==> src/rtl/dma_pxl_pkg.sv <==
// ---------------------------------------------------------------------------
// dma_pxl_pkg
// Shared definitions for the gray-pixel DMA burst writer:
//   - burst_state_t : encoding of the AW/W/B burst sequencer
//   - ppb_of()      : pixels packed into one DMA beat
//   - PPB           : pixels per beat for the default 256-bit / 8-bit build
//   - DEF_BASE_ADDR : default stream address
//   - DEF_MST_ID    : default AXI write ID
// ---------------------------------------------------------------------------
package dma_pxl_pkg;

  typedef enum logic [1:0] {
    S_IDLE = 2'd0,
    S_AW   = 2'd1,
    S_W    = 2'd2,
    S_B    = 2'd3
  } burst_state_t;

  function automatic int ppb_of(input int data_w, input int pxl_w);
    return data_w / pxl_w;
  endfunction

  localparam int          PPB           = ppb_of(256, 8);
  localparam logic [31:0] DEF_BASE_ADDR = 32'h2000_0000;
  localparam logic [4:0]  DEF_MST_ID    = 5'd0;

endpackage

==> src/rtl/pxl_beat_packer.sv <==
// ---------------------------------------------------------------------------
// pxl_beat_packer
// Packs gray pixels into DMA beats, first pixel in the LSBs. A beat closes
// when it is full or when a frame-last pixel arrives; short beats are zero
// padded. Closed beats sit in a single beat register until the W channel
// takes them.
// Ports:
//   clk, rst         clock / async active-high reset
//   pxl_dat, pxl_vld pixel stream input
//   frm_last         marks the last pixel of a frame
//   beat_take        W handshake of the current beat (from the top)
//   pxl_rdy          pixel ready back to the source
//   beat_vld         beat register holds a beat
//   beat_last        held beat closes a frame
//   beat_dat         held beat data
// ---------------------------------------------------------------------------
module pxl_beat_packer
  import dma_pxl_pkg::*;
#(
  parameter int DATA_W = 256,
  parameter int PXL_W  = 8
) (
  input  logic              clk,
  input  logic              rst,
  input  logic [PXL_W-1:0]  pxl_dat,
  input  logic              pxl_vld,
  input  logic              frm_last,
  input  logic              beat_take,
  output logic              pxl_rdy,
  output logic              beat_vld,
  output logic              beat_last,
  output logic [DATA_W-1:0] beat_dat
);

  localparam int PPB_L = ppb_of(DATA_W, PXL_W);
  localparam int CW    = (PPB_L > 1) ? $clog2(PPB_L) : 1;
  localparam logic [CW-1:0] LAST_SLOT = CW'(PPB_L - 1);

  logic [CW-1:0]     pack_cnt;
  logic [DATA_W-1:0] pack_reg;
  logic [DATA_W-1:0] pack_nxt;
  logic              accept;
  logic              beat_end;

  // A beat leaving on W this cycle frees the register for a new one.
  assign pxl_rdy  = !beat_vld | beat_take;
  assign accept   = pxl_vld & pxl_rdy;
  assign beat_end = frm_last | (pack_cnt == LAST_SLOT);

  always_comb begin
    pack_nxt = pack_reg;
    pack_nxt[int'(pack_cnt) * PXL_W +: PXL_W] = pxl_dat;
  end

  // Closing a beat clears the pack register, which zero-pads short beats.
  always_ff @(posedge clk or posedge rst) begin
    if (rst) begin
      pack_cnt  <= '0;
      pack_reg  <= '0;
      beat_vld  <= 1'b0;
      beat_last <= 1'b0;
      beat_dat  <= '0;
    end else begin
      if (beat_take) begin
        beat_vld <= 1'b0;
      end
      if (accept) begin
        if (beat_end) begin
          beat_dat  <= pack_nxt;
          beat_vld  <= 1'b1;
          beat_last <= frm_last;
          pack_reg  <= '0;
          pack_cnt  <= '0;
        end else begin
          pack_reg <= pack_nxt;
          pack_cnt <= pack_cnt + 1'b1;
        end
      end
    end
  end

endmodule

==> src/rtl/dma_pxl_burst_writer.sv <==
// ---------------------------------------------------------------------------
// dma_pxl_burst_writer
// Streams gray pixels to memory as AXI4 write bursts at a fixed address with
// one outstanding burst. Bursts end after BURST_LEN beats or on a frame-last
// beat. A bad B response or ID sets a sticky error flag.
// Ports:
//   clk, rst                       clock / async active-high reset
//   pxl_dat_i/pxl_vld_i/frm_last_i pixel stream in, pxl_rdy_o ready out
//   m_aw*                          AXI write address channel
//   m_w*                           AXI write data channel
//   m_b*                           AXI write response channel
//   frm_done_o                     one-cycle pulse when a frame is acknowledged
//   err_o                          sticky error, cleared only by reset
// Build option: define DMA_PXL_B_TIMEOUT_EN to abandon the B wait after
// B_TIMEOUT_CYC cycles (sets err_o); otherwise B waits indefinitely.
// ---------------------------------------------------------------------------
module dma_pxl_burst_writer
  import dma_pxl_pkg::*;
#(
  parameter int                  DATA_W    = 256,
  parameter int                  ADDR_W    = 32,
  parameter int                  MST_ID_W  = 5,
  parameter int                  PXL_W     = 8,
  parameter int                  BURST_LEN = 16,
  parameter logic [ADDR_W-1:0]   BASE_ADDR = DEF_BASE_ADDR,
  parameter logic [MST_ID_W-1:0] MST_ID    = DEF_MST_ID
`ifdef DMA_PXL_B_TIMEOUT_EN
  ,
  parameter int                  B_TIMEOUT_CYC = 1024
`endif
) (
  input  logic                clk,
  input  logic                rst,
  input  logic [PXL_W-1:0]    pxl_dat_i,
  input  logic                pxl_vld_i,
  input  logic                frm_last_i,
  output logic                pxl_rdy_o,
  output logic [MST_ID_W-1:0] m_awid_o,
  output logic [ADDR_W-1:0]   m_awaddr_o,
  output logic                m_awvalid_o,
  input  logic                m_awready_i,
  output logic [DATA_W-1:0]   m_wdata_o,
  output logic                m_wlast_o,
  output logic                m_wvalid_o,
  input  logic                m_wready_i,
  input  logic [MST_ID_W-1:0] m_bid_i,
  input  logic [1:0]          m_bresp_i,
  input  logic                m_bvalid_i,
  output logic                m_bready_o,
  output logic                frm_done_o,
  output logic                err_o
);

  localparam int CNT_W = (BURST_LEN > 1) ? $clog2(BURST_LEN) : 1;
  localparam logic [CNT_W-1:0] LAST_IDX = CNT_W'(BURST_LEN - 1);

  burst_state_t      state;
  burst_state_t      state_nxt;
  logic [CNT_W-1:0]  beat_cnt;
  logic              frm_flag;
  logic              beat_vld;
  logic              beat_last;
  logic              beat_take;
  logic              b_hs;
  logic              b_bad;
  logic              to_expire;

  assign beat_take  = m_wvalid_o & m_wready_i;
  assign b_hs       = (state == S_B) & m_bvalid_i;
  assign b_bad      = (m_bresp_i != 2'b00) | (m_bid_i != MST_ID);
  assign m_awid_o   = MST_ID;
  assign m_awaddr_o = BASE_ADDR;

  pxl_beat_packer #(
    .DATA_W (DATA_W),
    .PXL_W  (PXL_W)
  ) u_packer (
    .clk       (clk),
    .rst       (rst),
    .pxl_dat   (pxl_dat_i),
    .pxl_vld   (pxl_vld_i),
    .frm_last  (frm_last_i),
    .beat_take (beat_take),
    .pxl_rdy   (pxl_rdy_o),
    .beat_vld  (beat_vld),
    .beat_last (beat_last),
    .beat_dat  (m_wdata_o)
  );

`ifdef DMA_PXL_B_TIMEOUT_EN
  localparam int TO_W = (B_TIMEOUT_CYC > 1) ? $clog2(B_TIMEOUT_CYC) : 1;
  logic [TO_W-1:0] to_cnt;

  // Counts B cycles without a response; held at zero outside B so every
  // entry into B starts a fresh window.
  always_ff @(posedge clk or posedge rst) begin
    if (rst) begin
      to_cnt <= '0;
    end else if (state != S_B) begin
      to_cnt <= '0;
    end else if (!m_bvalid_i) begin
      to_cnt <= to_cnt + 1'b1;
    end
  end

  assign to_expire = (state == S_B) & !m_bvalid_i & (to_cnt == TO_W'(B_TIMEOUT_CYC - 1));
`else
  assign to_expire = 1'b0;
`endif

  always_comb begin
    state_nxt   = state;
    m_awvalid_o = 1'b0;
    m_wvalid_o  = 1'b0;
    m_wlast_o   = 1'b0;
    m_bready_o  = 1'b0;
    case (state)
      S_IDLE: begin
        if (beat_vld) state_nxt = S_AW;
      end
      S_AW: begin
        m_awvalid_o = 1'b1;
        if (m_awready_i) state_nxt = S_W;
      end
      S_W: begin
        m_wvalid_o = beat_vld;
        m_wlast_o  = beat_vld & (beat_last | (beat_cnt == LAST_IDX));
        if (beat_take & m_wlast_o) state_nxt = S_B;
      end
      S_B: begin
        m_bready_o = 1'b1;
        if (m_bvalid_i | to_expire) state_nxt = S_IDLE;
      end
      default: state_nxt = S_IDLE;
    endcase
  end

  // frm_flag remembers whether the burst in flight closes a frame, so the
  // done pulse can follow its B handshake.
  always_ff @(posedge clk or posedge rst) begin
    if (rst) begin
      state      <= S_IDLE;
      beat_cnt   <= '0;
      frm_flag   <= 1'b0;
      frm_done_o <= 1'b0;
      err_o      <= 1'b0;
    end else begin
      state      <= state_nxt;
      frm_done_o <= b_hs & frm_flag;
      if (state == S_AW) begin
        beat_cnt <= '0;
      end else if (beat_take) begin
        beat_cnt <= beat_cnt + 1'b1;
      end
      if (beat_take & m_wlast_o) begin
        frm_flag <= beat_last;
      end
      if ((b_hs & b_bad) | to_expire) begin
        err_o <= 1'b1;
      end
    end
  end

endmodule

==> config.mk <==
export PLATFORM = sky130hd
export DESIGN_NAME = dma_pxl_burst_writer
export DESIGN_NICKNAME = d
export VERILOG_FILES = /design/src/rtl/dma_pxl_pkg.sv /design/src/rtl/pxl_beat_packer.sv /design/src/rtl/dma_pxl_burst_writer.sv
export SDC_FILE = /design/constraint.sdc
export NUM_CORES = 1
export LEC_CHECK = 0
export CAP_MARGIN = 20
export CORE_ASPECT_RATIO = 0.6
export CORE_MARGIN = 4
export CORE_UTILIZATION = 59
export DETAILED_ROUTE_END_ITERATION = 10
export HOLD_SLACK_MARGIN = 0.03
export PLACE_DENSITY = 0.85
export SYNTH_ARGS = -nofsm -noshare
export SYNTH_HDL_FRONTEND = slang
export SYNTH_SLANG_ARGS = --single-unit
==> constraint.sdc <==
create_clock -name clk -period 48.6 [get_ports clk]
set_clock_uncertainty 0.2 [all_clocks]
set_input_delay 7.29 -clock clk [delete_from_list [all_inputs] [get_ports clk]]
set_output_delay 7.29 -clock clk [all_outputs]
set_load 0.1 [all_outputs]
==> run summary <==
### Cells and area
• **final net count** 2424
• **layout cell share with drive strength beyond 1** 0.06018
• **Layout fillers** 2612
• **Core Util, Final** 0.7158
• **relative area change from synthesis to final layout** 19.24%
• **number of non-filler instances in the completed layout** 2950

### Die
• **area of the core region** 39170 um2
• **starting density of the core** 0.6003
• **Chip Height** 162.6 um
• **number of rows in the core area** 56
• **width of the die** 265.7 um
• **die outline area** 43220 um2
• **Boundary Pins** 322

### Synth
• **proportion of synthesized flip-flops having asynchronous set or reset** 1.000
• **Top FF cell, synth** sky130_fd_sc_hd__dfrtp_1
• **cells after synthesis** 2183
• **most frequent cells after synthesis** 528 x sky130_fd_sc_hd__dfrtp_1, 329 x sky130_fd_sc_hd__nand2_1, 239 x sky130_fd_sc_hd__o21ai_0
• **Mapped Avg Cell Area** 10.77 um2
• **netlist area before placement** 23510 um2
• **most frequently used cell type in the post-synthesis netlist** sky130_fd_sc_hd__dfrtp_1
• **library cells used by synthesis** 65
• **proportion of netlist area held by the largest area contributor** 0.5619
• **part of the Yosys area used for sequential elements** 0.5619
• **count of yosys warnings during synthesis** 0
• **post-synth top area cell** sky130_fd_sc_hd__dfrtp_1
• **count of flip-flops with a built-in enable after synthesis** 0
• **register bit count reported by yosys** 528
• **Synth area leaders** sky130_fd_sc_hd__dfrtp_1 56%, sky130_fd_sc_hd__mux2i_1 9.3%, sky130_fd_sc_hd__nand2_1 5.3%

### Pwr
• **Pwr per Cell Area** 51.91 nW/um2
• **sw power** 0.6457 mW
• **fraction of power consumed by the clock network** 0.265
• **P_leak** 12.54 nW
• **Flop pwr share** 0.341
• **total power after layout** 1.455 mW
• **switching power share of the total** 0.4437
• **combinational power share** 0.394
• **internal power** 0.8097 mW
• **Max rail drop VDD** 0.06875 mV

### Clock tree
• **deepest clock path buffer count** 3
• **number of sinks on the clock net** 528
• **TritonCTS clock tree** done
• **cell chosen for the clock root** sky130_fd_sc_hd__clkbuf_16
• **clock latency reported for the late side of the worst-skew pair** 0.57 ns
• **depth of the CTS H-tree** 2
• **Worst-path clk slew** 0.06 ns
• **number of resized instances in the post-cts repair step** 0
• **cts-stage hold buffer count** 0
• **TritonCTS Buffers** 47
• **post-CTS setup buffer count** 0

### Place
• **Final HPWL DP** 49080 um
• **number of cells after detailed placement** 2861
• **weighted congestion reported at the end of routability-driven placement** 0.9126
• **worst slack at placement** 32.00 ns
• **count of buffers from port buffering** 284

### Detailed routing
• **total number of vias** 18783
• **count of antenna-violating nets left after detailed routing** 0
• **Final Routed Wirelength** 70770 um
• **iteration-0 DRC count of the detailed router** 2409
• **Pre-Repair DR Iteration Count** 7
• **Vias/cell** 6.367
• **drc violations** 0
• **average routed wire per standard cell** 23.99 um

### Global route
• **global-route usage over all layers** 0.3210
• **initial antenna violation count** 3
• **global-route wire length before repair** 109000 um
• **vias in the first global route** 18843
• **Overflow after GRT** 0
• **largest net degree at the start of global routing** 262

### STA
• **post-layout minimum cycle time** 16.62 ns
• **total negative slack** 0 ns
• **total setup violations reported at the end of the flow** 0
• **unrepaired setup endpoints after global routing** false
• **part of the cycle the worst path needs** 0.3420
• **fmax** 60.17 MHz
• **transition time at the pin with the least slew margin** 1.185 ns
• **number of pins exceeding their max-slew limit in the final report** 0
• **worst-case setup margin in the final layout** 31.98 ns
• **final hold viol count** 0
• **Relative slew margins** 0.2034

### Critical path
• **Arr. time, crit path** 9.13 ns
• **CP required** 41.11 ns
• **crit path launch type** input port
• **peak fanout along the critical path** 7
• **start-to-end type of the worst setup path** in2out
• **critical path endpoint category** primary output

### Min path
• **type of the most critical hold path** reg2reg

### Outcome
• **run status** complete, no violations

### Job
• **maximum capacitance violations** 0

## cell usage in the layout, fill, tap and decap left out, types with 3 or more instances in the layout
cell type,instances
sky130_fd_sc_hd__clkinv_2,5
sky130_fd_sc_hd__nand3b_1,6
sky130_fd_sc_hd__o21ai_1,11
sky130_fd_sc_hd__dfrtp_1,528
sky130_fd_sc_hd__a21o_1,14
sky130_fd_sc_hd__a22o_1,115
sky130_fd_sc_hd__nor3b_1,3
sky130_fd_sc_hd__inv_1,9
sky130_fd_sc_hd__nor2_2,6
sky130_fd_sc_hd__o21ai_2,6
sky130_fd_sc_hd__o2bb2ai_1,127
sky130_fd_sc_hd__mux2i_1,218
sky130_fd_sc_hd__nor2b_1,5
sky130_fd_sc_hd__o21ai_0,238
sky130_fd_sc_hd__nor2_1,116
sky130_fd_sc_hd__clkdlybuf4s50_1,284
sky130_fd_sc_hd__nor3_2,5
sky130_fd_sc_hd__and2_1,19
sky130_fd_sc_hd__clkbuf_16,49
sky130_fd_sc_hd__clkbuf_8,13
sky130_fd_sc_hd__buf_4,21
sky130_fd_sc_hd__nor4_2,4
sky130_fd_sc_hd__conb_1,37
sky130_fd_sc_hd__and3_1,17
sky130_fd_sc_hd__nand2b_1,7
sky130_fd_sc_hd__nand2_1,328
sky130_fd_sc_hd__a21oi_1,74
sky130_fd_sc_hd__ha_1,10
sky130_fd_sc_hd__nand4_1,10
sky130_fd_sc_hd__nand3_1,35
sky130_fd_sc_hd__clkbuf_1,12
sky130_fd_sc_hd__nor3_1,33
sky130_fd_sc_hd__nor2_8,3
sky130_fd_sc_hd__bufinv_16,3
## area by class of cell
| class | instances | area [um2] | area share |
|---|---|---|---|
| inverter | 10 | 45.04 | 0.001607 |
| sequential | 528 | 13210 | 0.4713 |
| tap | 522 | 653.1 | 0.02330 |
| multi-input combinational | 1496 | 9468 | 0.3377 |
| timing repair buffer | 309 | 3079 | 0.1098 |
| antenna | 2 | 5.005 | 0.0001785 |
| clock buffer | 74 | 1450 | 0.05172 |
| clock inverter | 9 | 123.9 | 0.004418 |
## cell families after synthesis
| group | synth area share |
|---|---|
| buffers and inverters | 0.04241 |
| xor gates and xnor gates | 0.001863 |
| and+or+nand+nor | 0.1208 |
| other | 0.0003194 |
| adders and majority gates | 0.005321 |
| AOI/OAI and AO/OA | 0.1728 |
| muxes | 0.09456 |
| DFF | 0.5619 |
## path summary, 6_finish.rpt
kind | start | end | slack, ns | cells after the start
min | u_packer.beat_dat[51] | u_packer.beat_dat[51] | 0.28 | 2
min in group asynchronous | rst | u_packer.beat_dat[242] | 7.15 | 2
max reg2reg | u_packer.pack_cnt[0] | u_packer.beat_dat[127] | 43.76 | 9
max | m_wready_i | pxl_rdy_o | 31.98 | 3
min reg2reg | u_packer.beat_dat[51] | u_packer.beat_dat[51] | 0.28 | 2
max in group asynchronous | rst | u_packer.pack_reg[228] | 38.62 | 4
## critical path, stage by stage
cell,delay [ns]
sky130_fd_sc_hd__clkdlybuf4s50_1,0.47
sky130_fd_sc_hd__a21bo_2,0.21
sky130_fd_sc_hd__clkdlybuf4s50_1,1.16
## through the flow
step	hold slack, ns	instance area (um2)
floorplan	0.2492	23650
global placement	0.2509	26390
detailed placement	0.2662	26390
CTS	0.2804	27970
global route	0.2954	28030
finish	0.2813	28040
## metal layers
metal	GRT usage	wire length, um	up-vias
met5	0	13	-
met3	0.07867	7303	202
met1	0.4467	27940	9362
li1	-	-	8109
met2	0.5007	32900	1108
met4	0.1129	2616	2
## power by group through the flow
stage	Combinational [mW]	Clock (mW)	Sequential, mW
2_1_floorplan	0.275	0	0.649
3_3_place_gp	0.550	0	0.501
3_5_place_dp	0.559	0	0.502
4_1_cts	0.563	0.386	0.495
5_1_grt	0.597	0.404	0.499
6_report	0.574	0.385	0.496
(Power assumes the default switching activity.)
